==> src/rtl/div_pkg.sv <==
// Shared definitions for the sequential unsigned divider.
package div_pkg;

  localparam int unsigned DIV_W = 32;

  typedef enum logic [1:0] {
    IDLE = 2'd0,
    RUN  = 2'd1,
    DONE = 2'd2
  } div_state_e;

endpackage

==> src/rtl/div_u_step.sv <==
// One restoring shift-subtract iteration: shifts the next dividend bit into the
// partial remainder and emits one quotient bit.
module div_u_step
  import div_pkg::*;
#(
  parameter int unsigned WIDTH = DIV_W
) (
  input  logic [WIDTH-1:0] rem,
  input  logic [WIDTH-1:0] quo,
  input  logic [WIDTH-1:0] divisor,
  output logic [WIDTH-1:0] rem_next,
  output logic [WIDTH-1:0] quo_next
);

  logic [WIDTH:0] shifted;
  logic [WIDTH:0] trial;

  // The partial remainder is always below the divisor, so a failed trial
  // leaves a shifted value that still fits in WIDTH bits.
  always_comb begin
    shifted = {rem, quo[WIDTH-1]};
    trial   = shifted - {1'b0, divisor};
    if (!trial[WIDTH]) begin
      rem_next = trial[WIDTH-1:0];
      quo_next = {quo[WIDTH-2:0], 1'b1};
    end else begin
      rem_next = shifted[WIDTH-1:0];
      quo_next = {quo[WIDTH-2:0], 1'b0};
    end
  end

endmodule

==> src/rtl/div_u_seq.sv <==
// Iterative unsigned divider, one quotient bit per clock, result packed as
// {remainder, quotient} behind a start/busy/done handshake.
module div_u_seq
  import div_pkg::*;
#(
  parameter int unsigned WIDTH = DIV_W
) (
  input  logic                 clk,
  input  logic                 reset,
  input  logic                 start,
  input  logic [WIDTH-1:0]     dividend,
  input  logic [WIDTH-1:0]     divisor,
  output logic                 busy,
  output logic                 done,
  output logic                 div_by_zero,
  output logic [2*WIDTH-1:0]   result
);

  localparam int unsigned CW = $clog2(WIDTH) + 1;

  div_state_e           state_q, state_d;
  logic [CW-1:0]        count_q, count_d;
  logic [WIDTH-1:0]     rem_q, rem_d;
  logic [WIDTH-1:0]     quo_q, quo_d;
  logic [WIDTH-1:0]     dvs_q, dvs_d;
  logic                 dbz_q, dbz_d;
  logic [2*WIDTH-1:0]   result_q, result_d;

  logic [WIDTH-1:0]     step_rem;
  logic [WIDTH-1:0]     step_quo;

  div_u_step #(.WIDTH(WIDTH)) u_step (
    .rem      (rem_q),
    .quo      (quo_q),
    .divisor  (dvs_q),
    .rem_next (step_rem),
    .quo_next (step_quo)
  );

  always_comb begin
    state_d  = state_q;
    count_d  = count_q;
    rem_d    = rem_q;
    quo_d    = quo_q;
    dvs_d    = dvs_q;
    dbz_d    = dbz_q;
    result_d = result_q;
    case (state_q)
      RUN: begin
        rem_d   = step_rem;
        quo_d   = step_quo;
        count_d = count_q + 1'b1;
        // The last iteration writes straight into the result register so
        // that result is valid in the same cycle as done.
        if (count_q == CW'(WIDTH - 1)) begin
          state_d  = DONE;
          result_d = {step_rem, step_quo};
        end
      end
      default: begin
        state_d = IDLE;
        if (start) begin
          count_d = '0;
          if (divisor == '0) begin
            state_d  = DONE;
            dbz_d    = 1'b1;
            result_d = {dividend, {WIDTH{1'b1}}};
          end else begin
            state_d = RUN;
            dbz_d   = 1'b0;
            rem_d   = '0;
            quo_d   = dividend;
            dvs_d   = divisor;
          end
        end
      end
    endcase
  end

  always_ff @(posedge clk) begin
    if (reset) begin
      state_q  <= IDLE;
      count_q  <= '0;
      rem_q    <= '0;
      quo_q    <= '0;
      dvs_q    <= '0;
      dbz_q    <= 1'b0;
      result_q <= '0;
    end else begin
      state_q  <= state_d;
      count_q  <= count_d;
      rem_q    <= rem_d;
      quo_q    <= quo_d;
      dvs_q    <= dvs_d;
      dbz_q    <= dbz_d;
      result_q <= result_d;
    end
  end

  assign busy        = (state_q == RUN);
  assign done        = (state_q == DONE);
  assign div_by_zero = dbz_q;
  assign result      = result_q;

endmodule

==> config.mk <==
export PLATFORM = sky130hd
export DESIGN_NAME = div_u_seq
export DESIGN_NICKNAME = d
export VERILOG_FILES = /design/src/rtl/div_pkg.sv /design/src/rtl/div_u_step.sv /design/src/rtl/div_u_seq.sv
export SDC_FILE = /design/constraint.sdc
export NUM_CORES = 1
export LEC_CHECK = 0
export ABC_AREA = 1
export BUFFER_PORTS_ARGS = -buffer_cell sky130_fd_sc_hd__buf_2
export CELL_PAD_IN_SITES_DETAIL_PLACEMENT = 0
export CELL_PAD_IN_SITES_GLOBAL_PLACEMENT = 1
export CORE_UTILIZATION = 25
export DETAILED_ROUTE_END_ITERATION = 12
export GPL_ROUTABILITY_DRIVEN = 0
export HOLD_SLACK_MARGIN = 0.03
export PLACE_DENSITY_LB_ADDON = 0.1
export SYNTH_ARGS = -nofsm -noshare
export SYNTH_HDL_FRONTEND = slang
export SYNTH_SLANG_ARGS = --single-unit
export TNS_END_PERCENT = 50
==> constraint.sdc <==
create_clock -name clk -period 1.9 [get_ports clk]
set_input_delay 0.095 -clock clk [delete_from_list [all_inputs] [get_ports clk]]
set_output_delay 0.095 -clock clk [all_outputs]
set_load 0.05 [all_outputs]
==> flow_summary_export.csv, run 1 <==
group,metric,value,unit
sta,slew_violations,0,
critical_path,crit_top_cell,"nand2_4",
detailed_routing,routedWlPerCell,14.91,um
synthesis,synth.cell_area,10400,sq um
job,cap_violations,0,
clocking,cts_tree,"yes",
synthesis,synth-simple-area-share,0.3131,
pwr,p_per_area,881.5,nW/um^2
synthesis,synth.most_common_cell,"nand2_1",
synthesis,ys_ff_latch,169,
sta,fin_crit_sh,1.171,
layout,final_nets,2078,
floorplanning,core,40920,sq um
global_route,grt_antenna_before_repair,0,
floorplanning,start_util,0.2542,
critical_path,cp_slowest_cell,"dfxtp_1",
synthesis,syn-num-nets,1684,
layout,nFillCells,4496,
synthesis,ys_top_cells_by_count,"425 x nand2_1, 305 x inv_1, 169 x dfxtp_1, 148 x a21oi_1, 99 x o21ai_0",
sta,skew,9.718,ps
layout,layout-drive-gt1-share,0.3256,
pwr,vdd_drop_max,0.4536,mV
clocking,htree_levels,4,
global_route,gr-total-overflow,0,
layout,fin_util,0.3722,
synthesis,ys_async_sr_fraction,0,
critical_path,crit_required,2250,ps
synthesis,synthTopCellsByArea,"dfxtp_1 33%, nand2_1 15%, inv_1 11%",
layout,area_delta_synth_final,46.42,%
sta,rsz0062_at_grt,"yes",
placement,placed_cells,2430,
detailed_routing,vias,10762,
min_path,worstHoldPathType,"in -> reg",
floorplanning,die_area,42430,sq um
detailed_routing,detail_route.iter0.violations,370,
synthesis,yosysWarnings,0,
synthesis,synth_cell_types,43,
critical_path,critPathKind,"reg -> reg",
critical_path,cp-end-kind,"register",
synthesis,synth_xor_area_frac,0.01263,
layout,multi_input_area,6013,sq um
floorplanning,fp.dieW,206.0,um
sta,setup_slack,-325.8,ps
floorplanning,rows,74,
global_route,grt_pass1_wl,58360,um
status,status,"finished with violations",
synthesis,synthAdderAreaFrac,0.04162,
sta,hold_viol,0,
clocking,clock-root-buffer,"clkbuf_16",
layout,final_cells,2522,
synthesis,ys_seq_area_frac,0.3252,
layout,diodes,0,
sta,max-slew-margin-rel,0.6491,
synthesis,muxShareOfSynthArea,0,
detailed_routing,ant_nets,0,
detailed_routing,drtPass1Iterations,4,
synthesis,synth_compound_area_frac,0.1465,
detailed_routing,drt_wl_total,37600,um
floorplanning,die_y,206.0,um
sta,worst_pin_slew,526.4,ps
sta,max_freq,449.3,MHz
sta,fin_crit,2226,ps
synthesis,syn_inst,1583,
critical_path,crit_chain,"ha_1, nand2_1, inv_2, nand2_2, inv_2, nand2_4, inv_1, a21oi_4, nand2_4, nand2_4, nand2_8, buf_12, nand3_1, nand3_1, nand2_1, inv_1",
layout,register_area,3400,sq um
synthesis,yosysTopAreaCell,"dfxtp_1",
placement,dp_hpwl,28960,um
detailed_routing,drc,0,
critical_path,crit_fanout,8,
synthesis,synth_top_area_frac,0.3252,
clocking,cts_buffers,17,
critical_path,cpPeakStageDelay,440,ps
synthesis,synth_top_family_by_area,"simple AND/OR/NAND/NOR gates",
clocking,clk_path_buf_depth,2,
sta,setup_viol_count_final,66,
layout,finalInstanceArea,15230,sq um
global_route,grt_max_degree,99,
critical_path,crit_arrival,2570,ps
synthesis,postSynthAreaPerCell,6.571,sq um
critical_path,cp-start-kind,"register",
detailed_routing,vias_per_cell,4.267,
clocking,clk_latency,450,ps
clocking,cts_num_sinks,169,
floorplanning,ioPinCount,134,
global_route,track_usage,0.1804,
placement,placed_area,13340,sq um
status,failed_checks,"negative setup slack",
placement,port_buffers,133,
clocking,path_clk_slew,70,ps
pwr,leakage,7.648,nW
global_route,grt_pass1_vias,10484,
synthesis,synth_edf_count,0,
synthesis,dominantRegCellSynth,"dfxtp_1",
## critical path, delay by kind of cell, from the launching register on
kind / cells / cell delay, ps
buffers and inverters: 5 / 360
adder cells (fa/ha/maj): 1 / 280
flip-flops: 1 / 440
AND/OR/NAND/NOR: 9 / 790
AO/OA/AOI/OAI: 1 / 260
## kinds of logic (layout without fill, tap and decap cells)
logic type,Yosys count,count (layout)
and+or+nand+nor,689,689
buffers and inverters,387,794
AOI/OAI and AO/OA,289,289
DFF,169,169
adders and majority gates,34,34
xor gates and xnor gates,15,15
## layer usage
| metal | up-vias | global-route usage | wire (um) |
|---|---|---|---|
| met5 | - | 0 | 0 |
| met4 | 0 | 0.03913 | 354 |
| met3 | 14 | 0.02349 | 904 |
| met2 | 116 | 0.2970 | 17340 |
| met1 | 4887 | 0.2492 | 19000 |
| li1 | 5745 | - | - |
## through the flow
stage	setup TNS, ps	total power, mW	hold WS, ps	setup slack [ps]
6_report	-18830	13.43	45.33	-325.8
5_1_grt	-27300	14.32	57.70	-445.5
4_1_cts	-20220	13.28	31.04	-352.2
3_5_place_dp	-22380	9.329	393.9	-394.2
3_3_place_gp	-22860	9.345	393.7	-398.4
2_1_floorplan	-8367	7.185	229.9	-164.6
## area by class of cell
cell class                      count  share of cell area
Clock inverter                     12            0.009119
Multi-Input combinational cell   1027              0.3948
Sequential cell                   169              0.2232
Inverter                          315             0.07796
Timing Repair Buffer              447              0.2212
Clock buffer                       20             0.02998
Tap cell                          532             0.04370
## layout by cell type, fill, tap and decap left out, types with 3 or more instances in the layout
cell type,n
clkinv_2,4
nand2_8,3
nor2_2,7
ha_4,20
nand3_1,59
a21oi_2,10
nand2_2,38
nor2_1,56
nand4_1,9
and2_1,5
nor3_1,5
buf_2,132
inv_1,299
nand3_4,7
buf_12,13
nor2_4,4
inv_2,12
xor2_1,13
a31oi_1,31
buf_4,244
dfxtp_2,13
clkbuf_16,19
dfxtp_1,156
dlygate4sd3_1,51
nand2_1,396
ha_1,12
clkinvlp_4,3
buf_6,3
nand2_4,5
nand3_2,90
a21oi_1,140
o21ai_0,99
## flip-flops by register name, summed over array words and instances (netlist names)
signal and flops:
count_q 6, result 64, dvs_q 32, rem_q 32, quo_q 32, div_by_zero 1, state_q 2
## where the power goes
part	switching [mW]	leakage (nW)	total [mW]	internal, mW
Combinational	3.36	5.97	5.72	2.36
Sequential	0.202	1.39	4.05	3.85
Clock	1.63	0.285	3.65	2.02
## worst paths after layout
path / startpoint / endpoint / slack, ps / depth (start not counted)
max: rem_q[23] / result[33] / -330 / 16
min: divisor[14] / dvs_q[14] / 50 / 4
max reg2reg: rem_q[23] / result[33] / -330 / 16
min reg2reg: result[28] / result[28] / 450 / 2
## timing repair
| action | 4_1_cts | 5_1_grt |
|---|---|---|
| hold endpoints to repair | 67 | 0 |
| gates resized for setup | 45 | 90 |
| pin swaps | 5 | 12 |
| cloned | 0 | 2 |
| hold buffers | 51 | 0 |
| setup endpoints to repair | 66 | 88 |
| buffers inserted | 3 | 4 |
Power figures use the tool's default switching activity.
==> run 2, diff against run 1 <==
--- a/config.mk
+++ b/config.mk
@@ -6,11 +6,11 @@
 export NUM_CORES = 1
 export LEC_CHECK = 0
 export ABC_AREA = 1
-export BUFFER_PORTS_ARGS = -buffer_cell sky130_fd_sc_hd__buf_2
 export CELL_PAD_IN_SITES_DETAIL_PLACEMENT = 0
 export CELL_PAD_IN_SITES_GLOBAL_PLACEMENT = 1
 export CORE_UTILIZATION = 25
 export DETAILED_ROUTE_END_ITERATION = 12
+export DONT_BUFFER_PORTS = 1
 export GPL_ROUTABILITY_DRIVEN = 0
 export HOLD_SLACK_MARGIN = 0.03
 export PLACE_DENSITY_LB_ADDON = 0.1
==> flow_summary_export.csv, run 2 (synthesis results as in run 1) <==
group,metric,value,unit
global_route,grt_max_degree,70,
layout,final_common_cell,"nand2_1",
sta,fin_crit_sh,1.166,
clocking,clock-root-buffer,"clkbuf_16",
clocking,htree_levels,4,
status,failed_checks,"negative setup slack",
global_route,grt_pass1_wl,58590,um
critical_path,cp-start-kind,"register",
layout,final_nets,1981,
floorplanning,rows,74,
clocking,cts_num_sinks,169,
layout,multi_input_area,6349,sq um
sta,max-slew-margin-rel,0.6096,
placement,dp_hpwl,29010,um
global_route,gr-total-overflow,0,
critical_path,crit_required,2260,ps
min_path,worstHoldPathType,"in -> reg",
layout,register_area,3398,sq um
layout,final_cells,2425,
critical_path,crit_top_cell,"nand2_2",
pwr,p_per_area,905.6,nW/um^2
layout,nFillCells,4411,
pwr,vdd_drop_max,0.4743,mV
sta,hold_viol,0,
clocking,cts_buffers,17,
placement,port_buffers,0,
detailed_routing,vias_per_cell,4.308,
floorplanning,fp.dieW,206.0,um
clocking,clk_path_buf_depth,2,
sta,setup_viol_count_final,66,
floorplanning,die_y,206.0,um
sta,rsz0062_at_grt,"yes",
layout,area_delta_synth_final,47.06,%
global_route,track_usage,0.1836,
global_route,grt_antenna_before_repair,0,
detailed_routing,drc,0,
status,status,"finished with violations",
critical_path,critPathKind,"reg -> reg",
sta,worst_pin_slew,585.6,ps
floorplanning,ioPinCount,134,
critical_path,crit_arrival,2580,ps
sta,fin_crit,2215,ps
placement,placed_cells,2303,
critical_path,cpPeakStageDelay,360,ps
placement,pre_cts_ws,-456.2,ps
critical_path,crit_fanout,8,
detailed_routing,vias,10448,
clocking,cts_tree,"yes",
detailed_routing,routedWlPerCell,15.63,um
sta,slew_violations,0,
critical_path,cp_slowest_cell,"fa_2",
layout,diodes,0,
detailed_routing,detail_route.iter0.violations,409,
sta,max_freq,451.5,MHz
layout,layout-drive-gt1-share,0.2979,
critical_path,cp_top_family,"simple AND/OR/NAND/NOR gates",
clocking,clk_latency,460,ps
pwr,leakage,7.402,nW
critical_path,worst-path-buf-inv,4,
detailed_routing,drtPass1Iterations,5,
detailed_routing,ant_nets,0,
clocking,path_clk_slew,70,ps
layout,largest_register_ffs,64,
sta,setup_slack,-314.9,ps
floorplanning,start_util,0.2542,
sta,skew,11.51,ps
detailed_routing,drt_wl_total,37910,um
critical_path,crit_chain,"inv_2, ha_4, inv_4, fa_2, nand2_2, nand2_2, nand3_2, nand2_2, nand2_2, nand2_4, nand2_8, nand2_8, nand2_8, nand2_8, buf_12, nand3_4, nand3_4, nand2_2, inv_1",
global_route,grt_pass1_vias,10167,
floorplanning,die_area,42430,sq um
floorplanning,core,40920,sq um
layout,final_cell_mix,"392 x nand2_1, 296 x inv_1, 255 x buf_4",
critical_path,cp-end-kind,"register",
job,cap_violations,0,
-- run 2: tightest hold or removal path: stages --
cell	delay [ps]
clkinv_2	50
buf_12	200
nand2_1	110
inv_1	40
-- run 2: power by group --
part	internal, mW	switching (mW)	leakage, nW
sequential	3.85	0.424	1.39
clock	2.16	1.64	0.291
combinational	2.46	3.33	5.72
total	8.46	5.40	7.40
-- run 2: worst paths after layout --
kind              slack (ps)       from         end  depth (start not counted)
setup / recovery        -310  quo_q[31]  result[50]                         19
hold / removal            90      reset   rem_q[25]                          4
setup reg to reg        -310  quo_q[31]  result[50]                         19
hold reg to reg          460   dvs_q[2]    dvs_q[2]                          2
-- run 2: final cells by class --
type                            instances  share of cell area
Clock buffer                           20             0.02985
Timing Repair Buffer                  350              0.2011
Clock inverter                         12             0.01063
Inverter                              315             0.07778
Sequential cell                       169              0.2221
Multi-Input combinational cell       1027              0.4150
Tap cell                              532             0.04351
-- run 2: per-layer routing --
metal | global-route usage | routed length [um] | part of all wire | vias up
met3 | 0.02712 | 1083 | 0.029 | 23
met2 | 0.3052 | 17740 | 0.47 | 111
li1 | - | - | - | 5557
met4 | 0.05121 | 517 | 0.014 | 0
met1 | 0.2448 | 18570 | 0.49 | 4757
met5 | 0 | 0 | 0 | -
-- run 2: repair_timing --
item                                   4_1_cts  5_1_grt
setup endpoints to repair                   89       78
gates cloned                                 1        1
pin swaps                                   11       27
gates resized for setup                    111       84
buffers inserted                             9        6
hold buffers                                72        1
endpoints found under the hold margin      106        1
-- run 2: metrics by stage --
stage               hold WS [ps]    util  TNS [ps]  cell area, sq um  power, mW
floorplan                  229.9       -     -8367             10420      7.185
global placement           172.6  0.3112    -24240             12730      9.186
detailed placement         173.3  0.3112    -23360             12730      9.172
CTS                        66.62  0.3606    -19710             14760      13.65
global route               88.01  0.3738    -28040             15300      14.74
finish                     89.73  0.3738    -18100             15300      13.85
